**src/rtl/morse_key_timer.sv**
```systemverilog
// Morse key front end: synchronises and debounces the raw key, times presses and gaps
// against the tick strobe, and packs dots/dashes into a per-letter pattern.
module morse_key_timer #(
    parameter int DEBOUNCE_TICKS   = 4,
    parameter int DASH_TICKS       = 12,
    parameter int LETTER_GAP_TICKS = 30,
    parameter int MAX_PRESS_TICKS  = 60,
    parameter int MAX_SYMBOLS      = 5,
    parameter int CNT_W            = 8
) (
    input  logic                       clk,
    input  logic                       reset,
    input  logic                       tick,
    input  logic                       key_in,
    output logic                       key_db,
    output logic                       sym_valid,
    output logic                       sym_dash,
    output logic                       letter_valid,
    output logic [2*MAX_SYMBOLS-1:0]   letter_code,
    output logic [2:0]                 letter_count,
    output logic                       letter_err
);

    typedef enum logic [1:0] {
        IDLE     = 2'd0,
        PRESS    = 2'd1,
        GAP      = 2'd2,
        OVERLONG = 2'd3
    } state_t;

    localparam logic [CNT_W-1:0] DEB_LAST   = CNT_W'(DEBOUNCE_TICKS - 1);
    localparam logic [CNT_W-1:0] DASH_LIM   = CNT_W'(DASH_TICKS);
    localparam logic [CNT_W-1:0] PRESS_LAST = CNT_W'(MAX_PRESS_TICKS - 1);
    localparam logic [CNT_W-1:0] PRESS_MAX  = CNT_W'(MAX_PRESS_TICKS);
    localparam logic [CNT_W-1:0] GAP_LAST   = CNT_W'(LETTER_GAP_TICKS - 1);
    localparam logic [CNT_W-1:0] GAP_MAX    = CNT_W'(LETTER_GAP_TICKS);
    localparam logic [2:0]       SYM_MAX    = 3'(MAX_SYMBOLS);

    state_t                     state_r;
    logic                       key_s1_r;
    logic                       key_s2_r;
    logic                       key_db_r;
    logic                       key_db_d_r;
    logic [CNT_W-1:0]           deb_cnt_r;
    logic [CNT_W-1:0]           press_cnt_r;
    logic [CNT_W-1:0]           gap_cnt_r;
    logic [2*MAX_SYMBOLS-1:0]   acc_code_r;
    logic [2:0]                 acc_count_r;
    logic                       acc_err_r;
    logic                       rise_s;
    logic                       fall_s;
    logic                       dash_s;
    logic [1:0]                 slot_s;

    assign key_db = key_db_r;
    assign rise_s = key_db_r & ~key_db_d_r;
    assign fall_s = ~key_db_r & key_db_d_r;
    assign dash_s = (press_cnt_r >= DASH_LIM);
    assign slot_s = dash_s ? 2'b10 : 2'b01;

    // Two-flop synchroniser, debounce counter and edge-detect delay
    always_ff @(posedge clk or posedge reset) begin
        if (reset) begin
            key_s1_r   <= 1'b0;
            key_s2_r   <= 1'b0;
            key_db_r   <= 1'b0;
            key_db_d_r <= 1'b0;
            deb_cnt_r  <= {CNT_W{1'b0}};
        end else begin
            key_s1_r   <= key_in;
            key_s2_r   <= key_s1_r;
            key_db_d_r <= key_db_r;
            if (key_s2_r == key_db_r) begin
                deb_cnt_r <= {CNT_W{1'b0}};
            end else if (tick) begin
                if (deb_cnt_r >= DEB_LAST) begin
                    key_db_r  <= ~key_db_r;
                    deb_cnt_r <= {CNT_W{1'b0}};
                end else begin
                    deb_cnt_r <= deb_cnt_r + CNT_W'(1);
                end
            end else begin
                deb_cnt_r <= deb_cnt_r;
            end
        end
    end

    // Symbol/letter FSM; edges outrank a coincident tick
    always_ff @(posedge clk or posedge reset) begin
        if (reset) begin
            state_r      <= IDLE;
            press_cnt_r  <= {CNT_W{1'b0}};
            gap_cnt_r    <= {CNT_W{1'b0}};
            acc_code_r   <= {(2*MAX_SYMBOLS){1'b0}};
            acc_count_r  <= 3'd0;
            acc_err_r    <= 1'b0;
            sym_valid    <= 1'b0;
            sym_dash     <= 1'b0;
            letter_valid <= 1'b0;
            letter_code  <= {(2*MAX_SYMBOLS){1'b0}};
            letter_count <= 3'd0;
            letter_err   <= 1'b0;
        end else begin
            sym_valid    <= 1'b0;
            sym_dash     <= 1'b0;
            letter_valid <= 1'b0;
            case (state_r)
                IDLE: begin
                    if (rise_s) begin
                        state_r     <= PRESS;
                        press_cnt_r <= {CNT_W{1'b0}};
                    end
                end
                PRESS: begin
                    if (fall_s) begin
                        sym_valid <= 1'b1;
                        sym_dash  <= dash_s;
                        if (acc_count_r >= SYM_MAX) begin
                            acc_err_r <= 1'b1;
                        end else begin
                            acc_code_r  <= {acc_code_r[2*MAX_SYMBOLS-3:0], slot_s};
                            acc_count_r <= acc_count_r + 3'd1;
                        end
                        state_r   <= GAP;
                        gap_cnt_r <= {CNT_W{1'b0}};
                    end else if (tick) begin
                        if (press_cnt_r >= PRESS_LAST) begin
                            press_cnt_r <= PRESS_MAX;
                            acc_code_r  <= {(2*MAX_SYMBOLS){1'b0}};
                            acc_count_r <= 3'd0;
                            acc_err_r   <= 1'b0;
                            state_r     <= OVERLONG;
                        end else begin
                            press_cnt_r <= press_cnt_r + CNT_W'(1);
                        end
                    end
                end
                GAP: begin
                    if (rise_s) begin
                        state_r     <= PRESS;
                        press_cnt_r <= {CNT_W{1'b0}};
                    end else if (tick) begin
                        if (gap_cnt_r >= GAP_LAST) begin
                            gap_cnt_r    <= GAP_MAX;
                            letter_valid <= 1'b1;
                            letter_code  <= acc_code_r;
                            letter_count <= acc_count_r;
                            letter_err   <= acc_err_r;
                            acc_code_r   <= {(2*MAX_SYMBOLS){1'b0}};
                            acc_count_r  <= 3'd0;
                            acc_err_r    <= 1'b0;
                            state_r      <= IDLE;
                        end else begin
                            gap_cnt_r <= gap_cnt_r + CNT_W'(1);
                        end
                    end
                end
                OVERLONG: begin
                    if (fall_s) begin
                        state_r <= IDLE;
                    end
                end
                default: begin
                    state_r <= IDLE;
                end
            endcase
        end
    end

endmodule

```
**config.mk**
```make
export PLATFORM = sky130hd
export DESIGN_NAME = morse_key_timer
export DESIGN_NICKNAME = d
export VERILOG_FILES = /design/src/rtl/morse_key_timer.sv
export SDC_FILE = /design/constraint.sdc
export NUM_CORES = 1
export LEC_CHECK = 0
export ABC_AREA = 1
export CAP_MARGIN = 20
export CORE_ASPECT_RATIO = 1.25
export CORE_UTILIZATION = 55
export CTS_CLUSTER_DIAMETER = 60
export DETAILED_ROUTE_END_ITERATION = 6
export MAX_ROUTING_LAYER = met4
export PLACE_DENSITY = 0.74
export SYNTH_ARGS = -nofsm -noshare
export SYNTH_HDL_FRONTEND = slang
export SYNTH_SLANG_ARGS = --single-unit
export TNS_END_PERCENT = 50
```
**constraint.sdc**
```tcl
create_clock -name clk -period 3.1 [get_ports clk]
set_input_delay 0.775 -clock clk [delete_from_list [all_inputs] [get_ports clk]]
set_output_delay 0.775 -clock clk [all_outputs]
set_load 0.02 [all_outputs]
```
==> impl_metrics.json, run 1 <==
{
  "p_comb_share_pct": 28.6,
  "initial_core_util_pct": 56.88,
  "grt_use_total_pct": 22.64,
  "end_kind": "output port",
  "grt_max_degree": 39,
  "power.leakage_uw": 0.001711,
  "drive_above_1_share_pct": 8.493,
  "wire_per_inst_um": 12.22,
  "r2r_cells": 6,
  "netSwitchingFraction_pct": 34.89,
  "crit_buf_inv": 1,
  "cp_max_fo": 6,
  "clk_pin_slew_ns": 0.06,
  "synthFlopType": "dfrtp_1",
  "max_slew_margin_pct": 63.75,
  "grt_antenna_before_repair": 0,
  "tns_ns": 0,
  "fillers": 431,
  "cts_max_level": 3,
  "hpwl_um": 3563,
  "grt_pass1_wl_um": 8887,
  "gp_congestion": 0.9877,
  "skew_ns": 0.009692,
  "antenna_left": 0,
  "arrival_ns": 1.44,
  "cp.required_ns": 2.32,
  "irDropWorstVdd_mv": 0.5508,
  "ctsHoldBuffers": 0,
  "clock_sinks": 61,
  "fmax_ghz": 0.4507,
  "num_antenna_cells": 0,
  "synthArstFlopShare_pct": 100.0,
  "max_stage_delay_ns": 0.66,
  "yosysTopAreaCellShare_pct": 53.21,
  "vias": 2151,
  "yosysSeqAreaShare_pct": 53.21,
  "numCtsBuffers": 9,
  "core_area_um2": 5044,
  "syn_to_final_growth_pct": 17.66,
  "crit_type": "flop to output port",
  "period_share_pct": 71.57,
  "start_kind": "flop",
  "setup_violations": 0,
  "p_sw_uw": 907.5,
  "cts_resized": 0,
  "postCtsSetupBuffers": 0,
  "synth_area_um2": 2869,
  "die_h_um": 82.75,
  "drtPass1Iterations": 4,
  "grt-ovfl-total": 0,
  "r2r_slack_ns": 1.39,
  "hold_violations": 0,
  "grt_pass1_vias": 2120,
  "period_needed_ns": 2.219,
  "cts_buffer_depth": 2,
  "synth_fp_nets": 344,
  "crit_slowest_cell": "clkdlybuf4s50_1",
  "rsz0062_at_grt": "no",
  "maxSlewViolCount": 0,
  "syn_avg_cell_area_um2": 8.642,
  "fin_nets": 372,
  "cap_violations": 0,
  "powerDensity_nw_per_um2": 770.6,
  "synth_edf_count": 0,
  "ys_top_cells_by_count": "nand2_1 (80), dfrtp_1 (61), inv_1 (54)",
  "pwr-share-clk_pct": 32.6,
  "cp.depth": 1,
  "total_power_uw": 2601,
  "tightest_slew_ns": 0.5418,
  "sequentialPowerShare_pct": 38.8,
  "core.rowCount": 29,
  "cts-root-buf": "clkbuf_8",
  "clock_latency_ns": 0.33,
  "cts_tree": "done",
  "synthCells": 332,
  "internal-power_uw": 1694,
  "drcViolationCount": 0,
  "dieArea_um2": 5511,
  "yosysTopAreaCell": "dfrtp_1",
  "routed_wl_um": 5219,
  "synth.area.top_cells": "dfrtp_1 (53%), nand2_1 (10%), inv_1 (7.1%)",
  "worstHoldPathType": "flop to flop",
  "yosysUniqueCellTypes": 30,
  "die_w_um": 66.60,
  "holdPathStages": 0,
  "outcome": "finished, final reports clean",
  "num_io_pins": 22,
  "worstPathCellList": "clkdlybuf4s50_1",
  "synth_most_common_cell": "nand2_1",
  "utilization_pct": 66.93,
  "drt_iter0_drc": 139,
  "numPortBuffers": 21,
  "synth-warning-count": 0,
  "synth-seq-cells": 61,
  "critical_path.top_delay_family": "buffers and inverters",
  "via_per_inst": 5.037
}
-- power by group through the flow --
stage               clock (uW)  sequential, uW  combinational [uW]
floorplan                    0            1010                 612
global placement             0            1020                 732
detailed placement           0            1020                 745
CTS                        862            1010                 749
global route               895            1030                 869
finish                     849            1010                 744
-- metal layers --
metal  GRT usage [%]  up-vias  share of wire [%]
met5               -        -                  0
met4           12.77        0                2.2
met3           5.907       13                3.0
met2           36.67       41                 49
met1           25.27     1003                 46
li1                -     1094                  -
-- placed cells by master (no fill, tap or decap), drive strengths merged --
cell / netlist / final
a21oi: 5 / 5
nor2: 35 / 35
xnor2: 2 / 2
clkdlybuf4s50: 0 / 21
o211ai: 3 / 3
dfrtp: 61 / 61
or2: 2 / 2
inv: 56 / 56
o21ai: 30 / 30
clkbuf: 0 / 12
nor3: 2 / 2
clkinv: 1 / 2
ha: 8 / 8
o22ai: 2 / 2
buf: 5 / 1
nand3: 14 / 14
o21bai: 14 / 14
bufinv: 0 / 3
o221ai: 1 / 1
xor2: 3 / 3
a21o: 1 / 1
nand2: 83 / 83
nand4: 4 / 4
-- final timing paths --
kind	start	to
worst max-delay path	key_db	key_db
max in group asynchronous	reset	acc_code_r[8]
min in group asynchronous	reset	press_cnt_r[0]
worst min-delay path	key_s1_r	key_s2_r
worst min register to register	key_s1_r	key_s2_r
worst max register to register	state_r[1]	letter_code[2]
-- stage by stage --
stage	hold slack, ns	instances	area (um^2)	setup slack [ns]
floorplan	0.3312	332	2869	0.8120
global placement	0.3457	411	3136	0.8140
detailed placement	0.3370	411	3136	0.7229
CTS	0.3605	427	3376	0.8633
global route	0.3625	427	3376	0.7985
finish	0.3543	427	3376	0.8813
-- cell type report --
type                       instances  area (um^2)  area share [%]
clock buffer                      12        145.1           4.299
multi-input combinational        209         1087           32.21
timing repair buffer              22        230.2           6.820
tap                               62        77.57           2.298
sequential                        61         1526           45.22
clock inverter                     4        95.09           2.817
inverter                          57        214.0           6.338
-- state kept, by name, indices dropped and copies added (netlist names) --
register / flops
acc_code_r: 10
letter_code: 10
deb_cnt_r: 8
gap_cnt_r: 8
press_cnt_r: 8
acc_count_r: 3
letter_count: 3
state_r: 2
acc_err_r: 1
key_db: 1
key_db_d_r: 1
key_s1_r: 1
key_s2_r: 1
letter_err: 1
letter_valid: 1
sym_dash: 1
sym_valid: 1
-- cell families (layout without fill, tap and decap cells) --
| group | Yosys count | count (layout) | share of synthesized area (%) |
|---|---|---|---|
| and+or+nand+nor | 140 | 140 | 21.19 |
| buffers and inverters | 62 | 95 | 8.896 |
| DFF | 61 | 61 | 53.21 |
| AOI/OAI and AO/OA | 56 | 56 | 11.69 |
| adders and majority gates | 8 | 8 | 3.489 |
| xor gates and xnor gates | 5 | 5 | 1.527 |
Power figures use the tool's default switching activity.
==> run 2, diff against run 1 <==
Clock period 3.1 ns to 2.1 ns, I/O delays scaled along.
==> run 2 against run 1 <==
  * Clock skew shrank 0.0020 ns
  * Count of clock-buffer cells in the layout is the same
  * Setup slack lost 0.75 ns
  * Worst hold slack gained 0.0057 ns
  * Cell area grew 0.96%
  * Sequential power grew 48%
  * Routed wire length grew 1.3%
  * Via count shrank 0.70%
  * Register-to-register slack lost 1.0 ns
  * Clock power grew 37%
  * Combinational power grew 52%
  * Die area is the same
  * Critical path type unchanged
  * Largest cell class unchanged
  * Largest power group unchanged
  * Highest routed layer unchanged
==> impl_metrics.json, run 2 (synthesis results as in run 1) <==
{
  "outcome": "finished, final reports clean",
  "worstHoldPathType": "flop to flop",
  "irDropWorstVdd_mv": 0.8267,
  "arrival_ns": 1.45,
  "grt_use_total_pct": 22.67,
  "cp_max_fo": 6,
  "period_share_pct": 93.81,
  "drive_above_1_share_pct": 9.511,
  "fin_nets": 375,
  "tightest_slew_ns": 0.3911,
  "die_w_um": 66.60,
  "cts_max_level": 3,
  "maxSlewViolCount": 0,
  "power.leakage_uw": 0.001732,
  "grt_max_degree": 33,
  "wire_per_inst_um": 12.29,
  "vias": 2136,
  "setup_violations": 0,
  "start_kind": "flop",
  "internal-power_uw": 2433,
  "powerDensity_nw_per_um2": 1109,
  "p_comb_share_pct": 29.8,
  "final_common_cell": "nand2_1",
  "initial_core_util_pct": 56.88,
  "core_area_um2": 5044,
  "crit_buf_inv": 1,
  "num_io_pins": 22,
  "cap_violations": 0,
  "core.rowCount": 29,
  "drcViolationCount": 0,
  "clock_sinks": 61,
  "numPortBuffers": 21,
  "worst_slack_ns": 0.1299,
  "postCtsSetupBuffers": 0,
  "max_slew_margin_pct": 73.92,
  "period_needed_ns": 1.970,
  "crit_slowest_cell": "clkdlybuf4s50_1",
  "max_stage_delay_ns": 0.65,
  "skew_ns": 0.007665,
  "grt_pass1_vias": 2013,
  "ctsHoldBuffers": 0,
  "tns_ns": 0,
  "fmax_ghz": 0.5076,
  "end_kind": "output port",
  "crit_type": "flop to output port",
  "grt_antenna_before_repair": 0,
  "p_sw_uw": 1347,
  "sequentialPowerShare_pct": 39.4,
  "worstPathCellList": "clkdlybuf4s50_1",
  "dieArea_um2": 5511,
  "routed_wl_um": 5285,
  "pre_cts_ws_ns": 0.1794,
  "cts-root-buf": "clkbuf_8",
  "rsz0062_at_grt": "no",
  "hold_violations": 0,
  "hpwl_um": 3663,
  "numCtsBuffers": 9,
  "drt_iter0_drc": 158,
  "via_per_inst": 4.967,
  "antenna_left": 0,
  "grt-ovfl-total": 0,
  "gp_congestion": 0.9450,
  "top_regs": "acc_code_r (10), letter_code (10)",
  "clock_latency_ns": 0.34,
  "drtPass1Iterations": 5,
  "final_cell_mix": "nand2_1 (80), dfrtp_1 (61), inv_1 (53)",
  "cts_resized": 0,
  "grt_pass1_wl_um": 8845,
  "syn_to_final_growth_pct": 18.80,
  "cts_buffer_depth": 2,
  "cts_tree": "done",
  "pwr-share-clk_pct": 30.8,
  "netSwitchingFraction_pct": 35.64,
  "num_antenna_cells": 0,
  "die_h_um": 82.75,
  "critical_path.top_delay_family": "buffers and inverters",
  "clk_pin_slew_ns": 0.06,
  "cp.required_ns": 1.57
}
run 2: path summary, 6_finish.rpt:
check	startpoint	end	slack (ns)	depth (start not counted)
setup / recovery	key_db	key_db	0.13	1
hold / removal	key_s1_r	key_s2_r	0.36	0
setup reg to reg	key_db	acc_code_r[5]	0.36	7
hold reg to reg	key_s1_r	key_s2_r	0.36	0
max in group asynchronous	reset	gap_cnt_r[2]	1.19	3
min in group asynchronous	reset	sym_dash	0.46	2
run 2: power groups by stage:
stage                     sequential (uW)  combinational [uW]  clock (uW)
after floorplan                      1490                 903           0
after global placement               1500                1100           0
after detailed placement             1510                1130           0
after CTS                            1490                1140        1190
after global routing                 1510                1280        1240
final                                1490                1130        1160
run 2: metal layers:
metal | wire length [um] | up-vias | GRT usage, %
li1 | - | 1100 | -
met3 | 160 | 4 | 7.418
met2 | 2644 | 31 | 37.47
met4 | 52 | 0 | 8.936
met5 | 0 | - | -
met1 | 2427 | 1001 | 25.27
run 2: metrics by stage:
stage	cell area [um^2]	hold slack [ns]	power [uW]	utilization (%)	std cells
floorplan	2869	0.3312	2393	-	332
global placement	3183	0.3457	2605	63.11	414
detailed placement	3183	0.3378	2633	63.11	414
CTS	3408	0.3613	3815	67.58	430
global route	3408	0.3643	4037	67.58	430
finish	3408	0.3600	3781	67.58	430
run 2: area by class of cell:
| cell class | instances | area (um^2) |
|---|---|---|
| multi-input cells | 209 | 1087 |
| well taps | 62 | 77.57 |
| clock inverters | 4 | 70.07 |
| clock buffers | 12 | 155.1 |
| flip-flops and latches | 61 | 1526 |
| repair buffers | 25 | 277.8 |
| inverters | 57 | 214.0 |
| fillers | 409 | 1635 |
